### src/rtl/lstm_pkg.sv
// rtl/lstm_pkg.sv - shared state/gate types and fixed-point helpers for the LSTM cell
package lstm_pkg;

    typedef enum logic [2:0] {ST_IDLE, ST_MAC, ST_ACT, ST_UPD, ST_OUT} state_e;
    typedef enum logic [1:0] {GATE_I, GATE_F, GATE_G, GATE_O} gate_e;

    function automatic longint sat_fn(input longint x, input int dw);
        longint hi;
        longint lo;
        hi = (longint'(1) << (dw - 1)) - 1;
        lo = -(longint'(1) << (dw - 1));
        if (x > hi) return hi;
        if (x < lo) return lo;
        return x;
    endfunction

    // x/4 + 0.5 with floor division, clamped to [0, 1.0]
    function automatic longint hsig_fn(input longint x, input int frac);
        longint one;
        longint y;
        one = longint'(1) << frac;
        y   = (x >>> 2) + (one >>> 1);
        if (y < 0) return 0;
        if (y > one) return one;
        return y;
    endfunction

    function automatic longint htanh_fn(input longint x, input int frac);
        longint one;
        one = longint'(1) << frac;
        if (x > one) return one;
        if (x < -one) return -one;
        return x;
    endfunction

endpackage

### src/rtl/lstm_act.sv
// rtl/lstm_act.sv - saturate a wide value to DW and apply the selected gate activation
module lstm_act
    import lstm_pkg::*;
#(
    parameter int DW   = 8,
    parameter int FRAC = 4,
    parameter int AW   = 21
) (
    input  logic signed [AW-1:0] x_i,
    input  gate_e                gate_i,
    output logic signed [DW-1:0] y_sat_o,
    output logic signed [DW-1:0] y_act_o
);

    longint s;

    always_comb begin
        s       = sat_fn(longint'(x_i), DW);
        y_sat_o = DW'(s);
        if (gate_i == GATE_G) y_act_o = DW'(htanh_fn(s, FRAC));
        else                  y_act_o = DW'(hsig_fn(s, FRAC));
    end

endmodule

### src/rtl/lstm_seq_cell.sv
// rtl/lstm_seq_cell.sv - sequential single-MAC LSTM cell; LSTM_SAT_FLAG_EN adds sticky sat_o
module lstm_seq_cell
    import lstm_pkg::*;
#(
    parameter int DW    = 8,
    parameter int FRAC  = 4,
    parameter int X_LEN = 8,
    parameter int H_LEN = 8
) (
    input  logic                                         CLOCK_50,
    input  logic                                         reset_n,
    input  logic                                         in_valid,
    output logic                                         in_ready,
    input  logic                                         seq_start,
    input  logic [X_LEN*DW-1:0]                          xt,
    output logic [$clog2(H_LEN*4*(X_LEN+H_LEN+1))-1:0]   w_addr,
    input  logic [DW-1:0]                                w_data,
    output logic                                         out_valid,
    input  logic                                         out_ready,
    output logic [H_LEN*DW-1:0]                          ht,
    output logic [H_LEN*DW-1:0]                          ct
`ifdef LSTM_SAT_FLAG_EN
    ,
    output logic                                         sat_o
`endif
);

    localparam int K   = X_LEN + H_LEN + 1;
    localparam int NWA = $clog2(H_LEN * 4 * K);
    localparam int AW  = 2 * DW + $clog2(K);
    localparam int UW  = (H_LEN > 1) ? $clog2(H_LEN) : 1;
    localparam int TW  = $clog2(K + 1);
    localparam int XW  = X_LEN * DW;
    localparam int HW  = H_LEN * DW;
    localparam logic signed [DW-1:0] ONE = DW'(1 << FRAC);

    state_e                state_q, state_d;
    gate_e                 gate_q, gate_d;
    logic [UW-1:0]         unit_q, unit_d;
    logic [TW-1:0]         t_q, t_d;
    logic [1:0]            ph_q, ph_d;
    logic signed [AW-1:0]  acc_q, acc_d;
    logic [XW-1:0]         x_q, x_d;
    logic [HW-1:0]         hp_q, hp_d, cp_q, cp_d, hn_q, hn_d, cn_q, cn_d;
    logic [HW-1:0]         ht_q, ht_d, ct_q, ct_d;
    logic signed [DW-1:0]  gi_q, gi_d, gf_q, gf_d, gg_q, gg_d, go_q, go_d;
    logic signed [DW-1:0]  c_cur_q, c_cur_d, tc_q, tc_d;

    int                    idx;
    logic signed [DW-1:0]  op, cp_j, act_sat, act_y;
    logic signed [2*DW-1:0] prod, fc_prod, ig_prod, oh_prod;
    logic signed [AW-1:0]  term, c_sum, h_sum, act_x;
    gate_e                 act_gate;
    logic                  last_unit;

    function automatic logic [HW-1:0] put_elem(input logic [HW-1:0] v, input logic [UW-1:0] j,
                                               input logic [DW-1:0] e);
        int sh;
        sh = int'(j) * DW;
        return (v & ~(HW'({DW{1'b1}}) << sh)) | (HW'(e) << sh);
    endfunction

    // Term t arrives on w_data one cycle after its address, so the operand lags by one
    always_comb begin
        idx = int'(t_q) - 1;
        op  = ONE;
        if (idx >= 0 && idx < X_LEN)
            op = DW'(x_q >> (idx * DW));
        else if (idx >= X_LEN && idx < X_LEN + H_LEN)
            op = DW'(hp_q >> ((idx - X_LEN) * DW));
        prod    = $signed(w_data) * op;
        term    = AW'(prod) >>> FRAC;
        cp_j    = DW'(cp_q >> (int'(unit_q) * DW));
        fc_prod = gf_q * cp_j;
        ig_prod = gi_q * gg_q;
        c_sum   = (AW'(fc_prod) >>> FRAC) + (AW'(ig_prod) >>> FRAC);
        oh_prod = go_q * tc_q;
        h_sum   = AW'(oh_prod) >>> FRAC;
    end

    // UPD reuses the activation block: phase 0 saturates c (and yields tanh(c)), phase 1 saturates h
    always_comb begin
        act_x    = acc_q;
        act_gate = gate_q;
        if (state_q == ST_UPD) begin
            act_gate = GATE_G;
            act_x    = (ph_q == 2'd0) ? c_sum : h_sum;
        end
    end

    lstm_act #(.DW(DW), .FRAC(FRAC), .AW(AW)) u_act (
        .x_i     (act_x),
        .gate_i  (act_gate),
        .y_sat_o (act_sat),
        .y_act_o (act_y)
    );

    assign last_unit = (unit_q == UW'(H_LEN - 1));

    always_comb begin
        state_d = state_q;  gate_d = gate_q;  unit_d = unit_q;  t_d = t_q;  ph_d = ph_q;
        acc_d   = acc_q;    x_d    = x_q;     hp_d   = hp_q;    cp_d = cp_q;
        hn_d    = hn_q;     cn_d   = cn_q;    ht_d   = ht_q;    ct_d = ct_q;
        gi_d    = gi_q;     gf_d   = gf_q;    gg_d   = gg_q;    go_d = go_q;
        c_cur_d = c_cur_q;  tc_d   = tc_q;
        in_ready  = (state_q == ST_IDLE);
        out_valid = (state_q == ST_OUT);
        w_addr    = '0;
        case (state_q)
            ST_IDLE: begin
                if (in_valid) begin
                    x_d    = xt;
                    unit_d = '0;
                    gate_d = GATE_I;
                    t_d    = '0;
                    acc_d  = '0;
                    if (seq_start) begin
                        hp_d = '0;
                        cp_d = '0;
                    end
                    state_d = ST_MAC;
                end
            end
            ST_MAC: begin
                if (t_q < TW'(K))
                    w_addr = NWA'((int'(unit_q) * 4 + int'(gate_q)) * K + int'(t_q));
                if (t_q != '0) acc_d = acc_q + term;
                if (t_q == TW'(K)) state_d = ST_ACT;
                else               t_d = t_q + 1'b1;
            end
            ST_ACT: begin
                t_d   = '0;
                acc_d = '0;
                case (gate_q)
                    GATE_I:  gi_d = act_y;
                    GATE_F:  gf_d = act_y;
                    GATE_G:  gg_d = act_y;
                    default: go_d = act_y;
                endcase
                if (gate_q == GATE_O) begin
                    ph_d    = 2'd0;
                    state_d = ST_UPD;
                end else begin
                    gate_d  = gate_e'(gate_q + 2'd1);
                    state_d = ST_MAC;
                end
            end
            ST_UPD: begin
                case (ph_q)
                    2'd0: begin
                        c_cur_d = act_sat;
                        tc_d    = act_y;
                        ph_d    = 2'd1;
                    end
                    2'd1: begin
                        hn_d   = put_elem(hn_q, unit_q, act_sat);
                        cn_d   = put_elem(cn_q, unit_q, c_cur_q);
                        gate_d = GATE_I;
                        if (last_unit) begin
                            ph_d = 2'd2;
                        end else begin
                            unit_d  = unit_q + 1'b1;
                            state_d = ST_MAC;
                        end
                    end
                    default: begin
                        hp_d    = hn_q;
                        cp_d    = cn_q;
                        ht_d    = hn_q;
                        ct_d    = cn_q;
                        state_d = ST_OUT;
                    end
                endcase
            end
            ST_OUT: begin
                if (out_ready) state_d = ST_IDLE;
            end
            default: state_d = ST_IDLE;
        endcase
    end

    always_ff @(posedge CLOCK_50 or negedge reset_n) begin
        if (!reset_n) begin
            state_q <= ST_IDLE;  gate_q <= GATE_I;  unit_q <= '0;  t_q <= '0;  ph_q <= '0;
            acc_q   <= '0;       x_q    <= '0;      hp_q   <= '0;  cp_q <= '0;
            hn_q    <= '0;       cn_q   <= '0;      ht_q   <= '0;  ct_q <= '0;
            gi_q    <= '0;       gf_q   <= '0;      gg_q   <= '0;  go_q <= '0;
            c_cur_q <= '0;       tc_q   <= '0;
        end else begin
            state_q <= state_d;  gate_q <= gate_d;  unit_q <= unit_d;  t_q <= t_d;  ph_q <= ph_d;
            acc_q   <= acc_d;    x_q    <= x_d;     hp_q   <= hp_d;    cp_q <= cp_d;
            hn_q    <= hn_d;     cn_q   <= cn_d;    ht_q   <= ht_d;    ct_q <= ct_d;
            gi_q    <= gi_d;     gf_q   <= gf_d;    gg_q   <= gg_d;    go_q <= go_d;
            c_cur_q <= c_cur_d;  tc_q   <= tc_d;
        end
    end

    assign ht = ht_q;
    assign ct = ct_q;

`ifdef LSTM_SAT_FLAG_EN
    logic sat_q, sat_d, sat_hit;

    // A saturation happened whenever the activation input differs from its clamped value
    always_comb begin
        sat_hit = ((state_q == ST_ACT) || (state_q == ST_UPD && ph_q != 2'd2))
                  && (act_x != AW'(act_sat));
        sat_d = sat_q;
        if (state_q == ST_IDLE && in_valid) sat_d = 1'b0;
        else if (sat_hit)                   sat_d = 1'b1;
    end

    always_ff @(posedge CLOCK_50 or negedge reset_n) begin
        if (!reset_n) sat_q <= 1'b0;
        else          sat_q <= sat_d;
    end

    assign sat_o = sat_q;
`endif

endmodule

### config.mk
export PLATFORM = sky130hd
export DESIGN_NAME = lstm_seq_cell
export DESIGN_NICKNAME = d
export VERILOG_FILES = /design/src/rtl/lstm_pkg.sv /design/src/rtl/lstm_act.sv /design/src/rtl/lstm_seq_cell.sv
export SDC_FILE = /design/constraint.sdc
export NUM_CORES = 2
export LEC_CHECK = 0
export ABC_CLOCK_PERIOD_IN_PS = 13200
export CAP_MARGIN = 20
export CELL_PAD_IN_SITES_DETAIL_PLACEMENT = 1
export CELL_PAD_IN_SITES_GLOBAL_PLACEMENT = 1
export CORE_ASPECT_RATIO = 1.4
export CORE_MARGIN = 8
export CORE_UTILIZATION = 44
export CTS_BUF_LIST = sky130_fd_sc_hd__clkbuf_8
export DETAILED_ROUTE_END_ITERATION = 10
export PLACE_DENSITY = 0.82
export SLEW_MARGIN = 20
export SYNTH_ARGS = -nofsm -noshare
export SYNTH_HDL_FRONTEND = slang
export SYNTH_SLANG_ARGS = --single-unit
### constraint.sdc
create_clock -name CLOCK_50 -period 13.2 [get_ports CLOCK_50]
set_clock_uncertainty 0.05 [all_clocks]
set_input_delay 3.3 -clock CLOCK_50 [delete_from_list [all_inputs] [get_ports CLOCK_50]]
set_output_delay 3.3 -clock CLOCK_50 [all_outputs]
set_load 0.05 [all_outputs]
==> qor.txt <==
Reg area: 13,300 sq um
Post-Syn Area per Cell: 9.57 sq um
Worst EP arrival: 13.06 ns
ys async rst share: 100%
DIE HEIGHT: 344 microns
worst hold path class: reg -> reg
Total Routing Usage GR: 24.9%
sequential area share after synthesis: 39.3%
wire per inst: 22.4 microns
Synth top cells by count: nand2_1 (1,086), dfrtp_1 (532), inv_1 (275)
EDFF count, synth: 0
final setup fails: 0
worst hold path cell count: 2
Nets: 4,238
final cell count without fillers: 4,787
Clk pwr share: 12.2%
CP Launch Type: register
Mapped Area: 33,900 sq um
M1 GR Usage: 29.4%
top_reg_cell synth: dfrtp_1
core area: 76,400 sq um
Clock Latency Late Sink: 0.72 ns
maximum VDD drop: 302 uV
top-count cell post-synth: nand2_1
GR Overflow Total: 0
clock slew at reported path FFs: 0.06 ns
Most common cell on crit path: ha_1
RR Startpoint: unit_q[0]
Slowest-stage cell, CP: or4_4
Max Slew Vio Count: 0
Relative slew margins: 18.6%
worst r2r path cells: 52
Fmax: 79.9 MHz
Psw: 5.90 mW
Antenna Nets Post-Route: 0
Flop pwr share: 22.7%
P_int: 6.21 mW
CTS tree: built
layout cell share with drive strength beyond 1: 7.85%
Least-Margin Pin Slew: 1.22 ns
YS warnings: 0
PwrDens: 310 nW/um^2
share of the synthesized area in the top cell type: 39.3%
Logic pwr share: 65.1%
Gate Count Post-Synth: 3,544
Design Area, Final: 39,000 sq um
post-synth top area cell: dfrtp_1
met2 usage: 45.6%
clock sinks: 532
final core utilization: 51.1%
synthesis-to-finish area growth: 15.1%
largest net degree at the start of global routing: 175
dpl cell area: 37,100 sq um
Area contributors post-synth: dfrtp_1 (39%), fa_1 (13%), nand2_1 (12%)
Starting DRT DRC Count: 1,629
final hold vios: 0
Sw Ratio: 48.7%
net count after synthesis: 4,033
Die Width: 251 microns
Final period util: 94.8%
Distinct cells, synth: 88
post-DP HPWL: 81.3 mm
CP max FO: 20
final RePlAce weighted congestion: 0.906
DR DRC count: 0
final WL: 107 mm
CP required: 13.75 ns
Hold Path Origin: x_q[15]
CTS buffer count: 82
vias post-DR: 26,900
# IOs: 217
H-tree levels: 3
via/cell ratio: 5.63
Setup crit start: unit_q[0]
PnR Total Power: 12.1 mW
Initial DRT Pass Iterations: 5
I/O Buffers: 216
largest buffer count on any clock path: 3
Worst Setup End Kind: register
status: complete, no violations
crit-path max cell delay: 0.61 ns
initial antenna violation count: 3
area occupied by multi-input gates: 19,100 sq um
Placed Instances: 4,634
number of global-route vias before repair: 30,200
Fillers: 8,524
Root Buffer: clkbuf_8
met3 usage: 3.38%
critical path class: reg -> reg
Tmin final: 12.51 ns
busiest grt layer: met2
first-pass GRT wire length: 171 mm
initial core utilization: 44.4%
maxcap violations: 0
Cell Rows: 120
CTS Hold Bufs: 0
Leak: 20.1 nW
number of synthesized register bits: 532
Die ar.: 86,300 sq um
## sequential cells by signal, summed over array words and instances, names as in the netlist, 8 cells and up
signal,count
cn_q,64
cp_q,64
ct,64
hn_q,64
hp_q,64
ht,64
x_q,64
acc_q,21
c_cur_q,8
gf_q,8
gg_q,8
gi_q,8
go_q,8
tc_q,8
## layer usage
layer  part of all wire [%]  vias up
met1                     39    14000
li1                       -    12000
met5                  0.012        -
met3                    4.2      229
met4                    3.9        2
met2                     53      653
## cells by family after synthesis
kind of cell	count (synthesis)	share of synthesized area, %
and+or+nand+nor	1533	19.5
AOI/OAI and AO/OA	455	9.41
buffers and inverters	421	4.70
DFF	532	39.3
xor gates and xnor gates	93	2.40
adders and majority gates	412	20.1
muxes	98	4.69
## repair_timing
action | 4_1_cts | 5_1_grt
resized for setup | 4 | 17
buffers inserted | 0 | 6
pin swaps | 0 | 1
endpoints found under the hold margin | 0 | 0
endpoints found under the setup margin | 20 | 20
## power groups by stage
stage,combinational (mW),clock (mW),sequential (mW)
finish,7.89,1.47,2.75
global route,8.77,1.56,2.81
global placement,7.40,0,2.73
detailed placement,7.79,0,2.77
floorplan,5.53,0,2.82
CTS,7.86,1.50,2.75
## per-stage QoR
stage                     hold slack, ns  TNS (ns)  worst slack, ns
final                              0.424         0            0.692
after global routing               0.446   -0.0227         -0.00845
after CTS                          0.423         0           0.0753
after detailed placement           0.408     -2.17           -0.252
after global placement             0.403         0            0.299
after floorplan                    0.390         0            0.622
## cell type report
type	instances	share of cell area (%)
Multi-Input combinational cell	2591	49.0
Sequential cell	532	34.1
Timing Repair Buffer	266	6.62
Clock buffer	104	3.67
Tap cell	976	3.13
Inverter	276	2.66
Clock inverter	39	0.770
Antenna cell	3	0.0192
## worst max-delay path, delay by kind of cell (launching register included)
family,cells,cell delay [ns]
mux,2,0.61
fa+ha+maj,9,3.16
xor+xnor,1,0.16
flops,1,0.42
compound gates,15,2.78
buf+inv,8,0.94
simple gates,17,4.24
## path summary, 6_finish.rpt
path | endpoint | slack [ns]
hold / removal | x_q[15] | 0.42
setup reg to reg | gg_q[4] | 0.69
setup / recovery | gg_q[4] | 0.69
hold reg to reg | x_q[15] | 0.42
min in group asynchronous | ct[50] | 2.53
max in group asynchronous | ht[43] | 8.32
## cells in the final DEF, fill, tap and decap left out, drive strengths merged, types with 7 or more instances in the layout
cell           instances
fa                   221
o21bai                20
and2                 100
a22o                  91
buf                   51
nand3                 33
nor2b                 51
a21oi                 68
nor2                  96
dfrtp                532
a31oi                 10
mux2i                 43
a21o                  42
nor3                  34
clkbuf               104
or3                   12
ha                   191
xor2                  18
nor4                  11
inv                  293
mux4                  48
or2                   25
nand4                 23
nand2b                30
mux2                   7
and3                  14
o21a                   7
nand2               1086
clkinv                19
xnor2                 75
a211oi                13
o31ai                 11
clkdlybuf4s50        215
o21ai                123
No activity file was read; power rests on OpenSTA's default activity.
